[config.mk]
export PLATFORM = sky130hd
export DESIGN_NAME = deinterleaver
export DESIGN_NICKNAME = d
export VERILOG_FILES = /design/src/rtl/deinterleaver_pkg.sv /design/src/rtl/deint_bank.sv /design/src/rtl/deinterleaver.sv
export SDC_FILE = /design/constraint.sdc
export NUM_CORES = 1
export LEC_CHECK = 0
export BUFFER_PORTS_ARGS = -buffer_cell sky130_fd_sc_hd__buf_2
export CAP_MARGIN = 20
export CELL_PAD_IN_SITES_DETAIL_PLACEMENT = 1
export CELL_PAD_IN_SITES_GLOBAL_PLACEMENT = 1
export CORE_MARGIN = 8
export CORE_UTILIZATION = 40
export CTS_CLUSTER_DIAMETER = 100
export DETAILED_ROUTE_END_ITERATION = 12
export PLACE_DENSITY_LB_ADDON = 0.1
export SLEW_MARGIN = 20
export SYNTH_ARGS = -nofsm -noshare
export SYNTH_HDL_FRONTEND = slang
export SYNTH_SLANG_ARGS = --single-unit
[constraint.sdc]
create_clock -name clk -period 1.7 [get_ports clk]
set_input_delay 0.085 -clock clk [delete_from_list [all_inputs] [get_ports clk]]
set_output_delay 0.085 -clock clk [all_outputs]
set_load 0.02 [all_outputs]
[src/rtl/deinterleaver_pkg.sv]
`default_nettype none
// ============================================================================
// Module   : deinterleaver_pkg
// Brief    : Shared helpers for the row/column block deinterleaver.
// Revision : 1.0 - initial release
// ============================================================================
package deinterleaver_pkg;

    // Counter width for a frame of n bits (at least 1 bit).
    function automatic int CNT_W(input int n);
        return (n > 1) ? $clog2(n) : 1;
    endfunction

    // Bank address holding output bit n: undoes the TX column-wise read order.
    function automatic int perm_addr(input int n, input int rows, input int cols);
        return (n % cols) * rows + (n / cols);
    endfunction

endpackage
`default_nettype wire

[src/rtl/deint_bank.sv]
`default_nettype none
// ============================================================================
// Module   : deint_bank
// Brief    : 1-bit x N storage, one synchronous write port, one async read port.
// Revision : 1.0 - initial release
// ============================================================================
module deint_bank #(
    parameter int N  = 16,
    parameter int AW = 4
) (
    input  logic          clk,
    input  logic          i_we,
    input  logic [AW-1:0] i_waddr,
    input  logic          i_wdata,
    input  logic [AW-1:0] i_raddr,
    output logic          o_rdata
);

    // Contents are deliberately not reset; the full flags qualify the data.
    logic r_mem [N];

    always_ff @(posedge clk) begin
        if (i_we) begin
            r_mem[i_waddr] <= i_wdata;
        end
    end

    assign o_rdata = r_mem[i_raddr];

endmodule
`default_nettype wire

[src/rtl/deinterleaver.sv]
`default_nettype none
// ============================================================================
// Module   : deinterleaver
// Brief    : Ping-pong block deinterleaver; column-wise write, row-wise read.
//            Optional in_sof framing enabled by DEINTERLEAVER_SOF_EN.
// Revision : 1.0 - initial release
// ============================================================================
module deinterleaver
    import deinterleaver_pkg::*;
#(
    parameter int ROWS = 4,
    parameter int COLS = 4
) (
    input  logic clk,
    input  logic rst,
    input  logic data_i,
    input  logic in_valid,
    output logic in_ready,
    output logic data_o,
    output logic out_valid,
    input  logic out_ready,
`ifdef DEINTERLEAVER_SOF_EN
    input  logic in_sof,
`endif
    output logic out_sof
);

    localparam int            c_N    = ROWS * COLS;
    localparam int            c_AW   = CNT_W(c_N);
    localparam logic [c_AW-1:0] c_LAST = c_AW'(c_N - 1);

    logic [c_AW-1:0] r_k;
    logic [c_AW-1:0] r_n;
    logic            r_wsel;
    logic            r_rsel;
    logic [1:0]      r_full;

    logic            w_in_fire;
    logic            w_out_fire;
    logic            w_store;
    logic            w_set_full;
    logic            w_clr_full;
    logic [c_AW-1:0] w_waddr;
    logic [c_AW-1:0] w_k_next;
    logic [c_AW-1:0] w_raddr;
    logic [1:0]      w_rd;

    assign in_ready   = !r_full[r_wsel];
    assign out_valid  = r_full[r_rsel];
    assign w_in_fire  = in_valid && in_ready;
    assign w_out_fire = out_valid && out_ready;
    assign w_clr_full = w_out_fire && (r_n == c_LAST);
    assign w_raddr    = c_AW'(perm_addr(int'(r_n), ROWS, COLS));
    assign data_o     = out_valid && w_rd[r_rsel];
    assign out_sof    = out_valid && (r_n == '0);

`ifdef DEINTERLEAVER_SOF_EN
    logic r_synced;

    // in_sof restarts the frame in place: the partial frame is overwritten, banks stay put.
    always_comb begin
        w_store    = w_in_fire && (r_synced || in_sof);
        w_waddr    = in_sof ? '0 : r_k;
        w_set_full = w_store && !in_sof && (r_k == c_LAST);
        if (in_sof) begin
            w_k_next = c_AW'(1);
        end else if (r_k == c_LAST) begin
            w_k_next = '0;
        end else begin
            w_k_next = r_k + 1'b1;
        end
    end

    always_ff @(posedge clk) begin
        if (rst) begin
            r_synced <= 1'b0;
        end else if (w_in_fire && in_sof) begin
            r_synced <= 1'b1;
        end
    end
`else
    always_comb begin
        w_store    = w_in_fire;
        w_waddr    = r_k;
        w_set_full = w_in_fire && (r_k == c_LAST);
        w_k_next   = (r_k == c_LAST) ? '0 : r_k + 1'b1;
    end
`endif

    always_ff @(posedge clk) begin
        if (rst) begin
            r_k    <= '0;
            r_n    <= '0;
            r_wsel <= 1'b0;
            r_rsel <= 1'b0;
            r_full <= 2'b00;
        end else begin
            if (w_store) begin
                r_k <= w_k_next;
            end
            if (w_out_fire) begin
                r_n <= (r_n == c_LAST) ? '0 : r_n + 1'b1;
            end
            // Set and clear always target different banks, so both may apply together.
            if (w_set_full) begin
                r_full[r_wsel] <= 1'b1;
                r_wsel         <= !r_wsel;
            end
            if (w_clr_full) begin
                r_full[r_rsel] <= 1'b0;
                r_rsel         <= !r_rsel;
            end
        end
    end

    genvar gi;
    generate
        for (gi = 0; gi < 2; gi++) begin : g_bank
            deint_bank #(
                .N  (c_N),
                .AW (c_AW)
            ) u_bank (
                .clk     (clk),
                .i_we    (w_store && (int'(r_wsel) == gi)),
                .i_waddr (w_waddr),
                .i_wdata (data_i),
                .i_raddr (w_raddr),
                .o_rdata (w_rd[gi])
            );
        end
    endgenerate

endmodule
`default_nettype wire
==> results <==
- The count of nets left with antenna violations once routing finished came out at 0.
- Once the floorplan was initialized, standard cells occupied about two fifths of the core.
- The routed length per instance is 17.81 um.
- The initial antenna violation count came to 0.
- The via count of the first global-routing pass came to 1,491.
- The maximum number of pins on one net before global-route repair is 33.
- After detailed routing, the number of vias per cell comes to 5.249.
- For this design, the slowest cell found on the critical path is mux4_2.
- For this design the total switching power over the nets is 0.4117 mW.
- At the end of the flow, the number of nets in the layout was 201.
- For this block, the initial DRC count from the detailed router was a little under 70.
- The number of failing hold endpoints at the final stage was 0.
- The number of instances in the synthesized netlist is 174.
- In this run, synthesis inferred 32 flip-flops with an integrated enable.
- The overall power of the completed layout is 2.029 mW.
- In this run the count of I/O pins placed on the die edge is 9.
- The kind of cell with the highest combined delay along the critical path is multiplexers.
- The number of levels in the clock H-tree is 2.
- After synthesis, the cell types taking the most area are edfxtp_1 (46%), dfxtp_1 (11%), mux4_1 (7.5%), nor2_1 (7.5%), ha_1 (3.6%).
- The routed design could run at a clock period as short as 1.945 ns.
- The HPWL after detailed placement is around 3500 um.
- For this run the aggregate overflow at the end of global routing stands at 0.
- The standard-cell row count is 26.
- The tree built by TritonCTS fans out to 44 sinks.
- The synthesized netlist occupies a cell area of 2101 sq um.
- The floorplan step set the die width to 88.47 um.
- The tool flagged a number of max-cap violations equal to 0.
- Setup violations remaining at the end of the flow were counted as 1.
- The part of the cycle the worst path needs is 114.4%.
- The library cell with the largest summed area after synthesis is edfxtp_1.
- The first global-routing pass estimated roughly 7800 um of wire.
- By startpoint and endpoint, the worst setup path is classified as flip-flop to primary output.
- Dividing total power by cell area gives a power density of about 850 nW/um^2.
- In this run, flip-flops and latches consume about 57% of the power.
- The clock slew seen by the registers of the worst setup and hold paths is around 0.080 ns.
- Combinational cells account for 3.5% of the total power.
- At the worst endpoint, the required time is 1.62 ns.
- The synthesized net count is ~190.
- In this run the standard cell core region covers 5075 sq um.
- The synthesis warning total is 0.
- The buffering stage count on the worst path with inverters included is 2.
- The pre-CTS setup slack is -0.05680 ns.
- Cells with a size suffix above 1 make up 22.51% of the layout.
- The static leakage is between 0.8 and 0.9 nW.
- The total routed wirelength is 4648 um.
- The detailed-route via count is 1,370.
- The setup slack after layout is -0.2448 ns.
- The type of the worst min-delay path is input pin to flip-flop.
- The kind of start point of the critical path is a flip-flop.
- The internal portion of the total power is 1.617 mW.
- The floorplan die area is 7827 sq um.
- Counting the buffers created by CTS gives 5.
- The number of inserted diodes is 0.
- The floorplan die height is a little under 90 um.
- The worst relative slew slack is 69.04%.
- The buffer depth of the longest clock path is 2.
- STA puts the critical path data arrival time at 1.86 ns.
- The worst setup skew after layout is ~0.01 ns.
- The clock tree root driver cell is clkbuf_8.
- The number of max-slew violations in the final report is 0.
- The share of synthesized registers carrying an async set or reset is 0%.
- The unique cell type count in the Yosys netlist is 40.
- After synthesis, flip-flops and latches occupy a little under three fifths of the total area.
- The largest fanout on the critical path is 5.
- Once layout is complete, the utilization of the core stands at 46.97%.
- Buffers added to address setup during post-CTS repair amount to 0.
- For this run, design rule violations remaining after detail routing come to 0.
- For the pin with the worst max-slew slack, the measured transition is around 0.45 ns.
- The routability congestion estimate is 0.8641.
- The kind of capture point of the worst setup path is a primary output.
- The total routing usage reported by global routing is 13.46%.
- The final reports fail on setup timing.
- The clock network fraction of design power is around two fifths.
- The maximum operating frequency is roughly 510 MHz.
- The CTS tree is done.
- The run finished, with violations left.
- The layout overhead on the synthesized area is 13.46%.
- The average cell area after synthesis is approximately 12 sq um.
- Setup repair after global routing could not meet its margin everywhere.
- The pre-antenna-repair detailed-routing pass consisted of 4 iterations.
- Adding up every negative setup slack in the final design gives -0.2448 ns.
- Clock latency on the worst-skew pair, taken at its later pin, is 0.30 ns.
- The highest cell delay on the worst timing path is roughly 0.5 ns.
- The signal on the critical path passes through buf_6, mux4_2, mux2_2, nand2_1, a32oi_1, buf_4.
- The share of Yosys cell area claimed by the top area cell type is 45.74%.
- Port buffering added 8 buffers.
- IR analysis of the VDD net gives a maximum drop of 0.3864 mV.
- The total of flip-flops plus latches after synthesis is 44.
- Among all flip-flop cells after synthesis, the most frequent one is edfxtp_1.
- The net switching fraction of the power is 20.29%.
## flip-flops by register name (all words and copies together), names as in the netlist
name	flops
r_rsel	1
g_bank.u_bank.r_mem	32
r_n	4
r_wsel	1
r_full	2
r_k	4
## power by group through the flow
stage	Combinational (mW)	Clock [mW]	Sequential, mW
CTS	0.0721	0.818	1.16
detailed placement	0.0718	0	1.19
global placement	0.0673	0	1.19
finish	0.0716	0.796	1.16
global route	0.0816	0.853	1.16
floorplan	0.0425	0	1.19
## cells in the final DEF (no fill, tap or decap), types with 2 or more instances in the layout
cell / count
a21oi_1: 2
and3_1: 2
buf_2: 7
buf_4: 9
buf_6: 2
clkbuf_1: 2
clkbuf_8: 5
dfxtp_1: 10
dfxtp_4: 2
edfxtp_1: 32
ha_1: 5
inv_1: 4
mux2_2: 3
mux2i_1: 2
mux4_1: 2
mux4_2: 5
nand2_1: 6
nand2b_1: 3
nand3_1: 15
nor2_1: 42
nor3_1: 2
nor4_1: 2
xnor2_1: 2
xor2_1: 4
## cell usage after synthesis, drive strengths merged, types with 2 or more instances
cell type,number
nor2,42
edfxtp,32
nand3,15
dfxtp,12
clkbuf,7
mux4,7
nand2,7
ha,6
inv,4
mux2,4
xor2,4
and3,3
nand2b,3
nor4,3
a21oi,2
and2,2
buf,2
mux2i,2
nor3,2
xnor2,2
## area by class of cell
| type | count | area [sq um] |
|---|---|---|
| clock buffer | 7 | 76.32 |
| clock inverter | 1 | 30.03 |
| fill | 569 | 2691 |
| inverter | 4 | 15.01 |
| multi-input combinational | 117 | 840.8 |
| sequential | 44 | 1209 |
| tap | 70 | 87.58 |
| timing repair buffer | 18 | 125.1 |
## path summary, 6_finish.rpt
path / from / endpoint / slack (ns) / cells past startpoint
worst max register to register: r_wsel / r_k[3] / 0.16 / 4
worst min register to register: r_k[1] / r_k[1] / 0.52 / 2
worst max-delay path: r_n[2] / data_o / -0.24 / 6
worst min-delay path: out_ready / r_n[1] / 0.09 / 3
## worst register-to-register path, stage by stage (launching register included)
cell and delay [ns]:
dfxtp_1 0.42, mux2i_1 0.46, nand3_1 0.15, xor2_1 0.17, nor4_1 0.23
## timing repair
item | in CTS | in global routing
hold buffers | 0 | 0
hold endpoints to repair | 0 | 0
pin swaps | 0 | 2
setup endpoints to repair | 2 | 6
gates resized for setup | 9 | 5
## through the flow
step	std cells	hold slack [ns]	cell area, sq um
4_1_cts	261	0.07895	2364
5_1_grt	261	0.09981	2384
6_report	261	0.08848	2384
3_5_place_dp	253	0.4038	2261
3_3_place_gp	253	0.3971	2261
2_1_floorplan	174	0.1612	2101
## logic make-up after synthesis
kind of cell / after synthesis / synth area share [%]
simple gates: 81 / 17.87
flops: 44 / 57.18
buf+inv: 13 / 2.739
mux: 13 / 11.85
compound gates: 11 / 4.289
xor+xnor: 6 / 2.501
fa+ha+maj: 6 / 3.573
## layer usage
| layer | part of all wire (%) | global-route usage (%) | wire (um) |
|---|---|---|---|
| met5 | 0 | 0 | 0 |
| met4 | 2.1 | 6.298 | 99 |
| met3 | 3.4 | 3.064 | 158 |
| met2 | 50 | 22.20 | 2318 |
| met1 | 45 | 16.22 | 2071 |
Note: power is estimated with default switching activity, not from simulation.
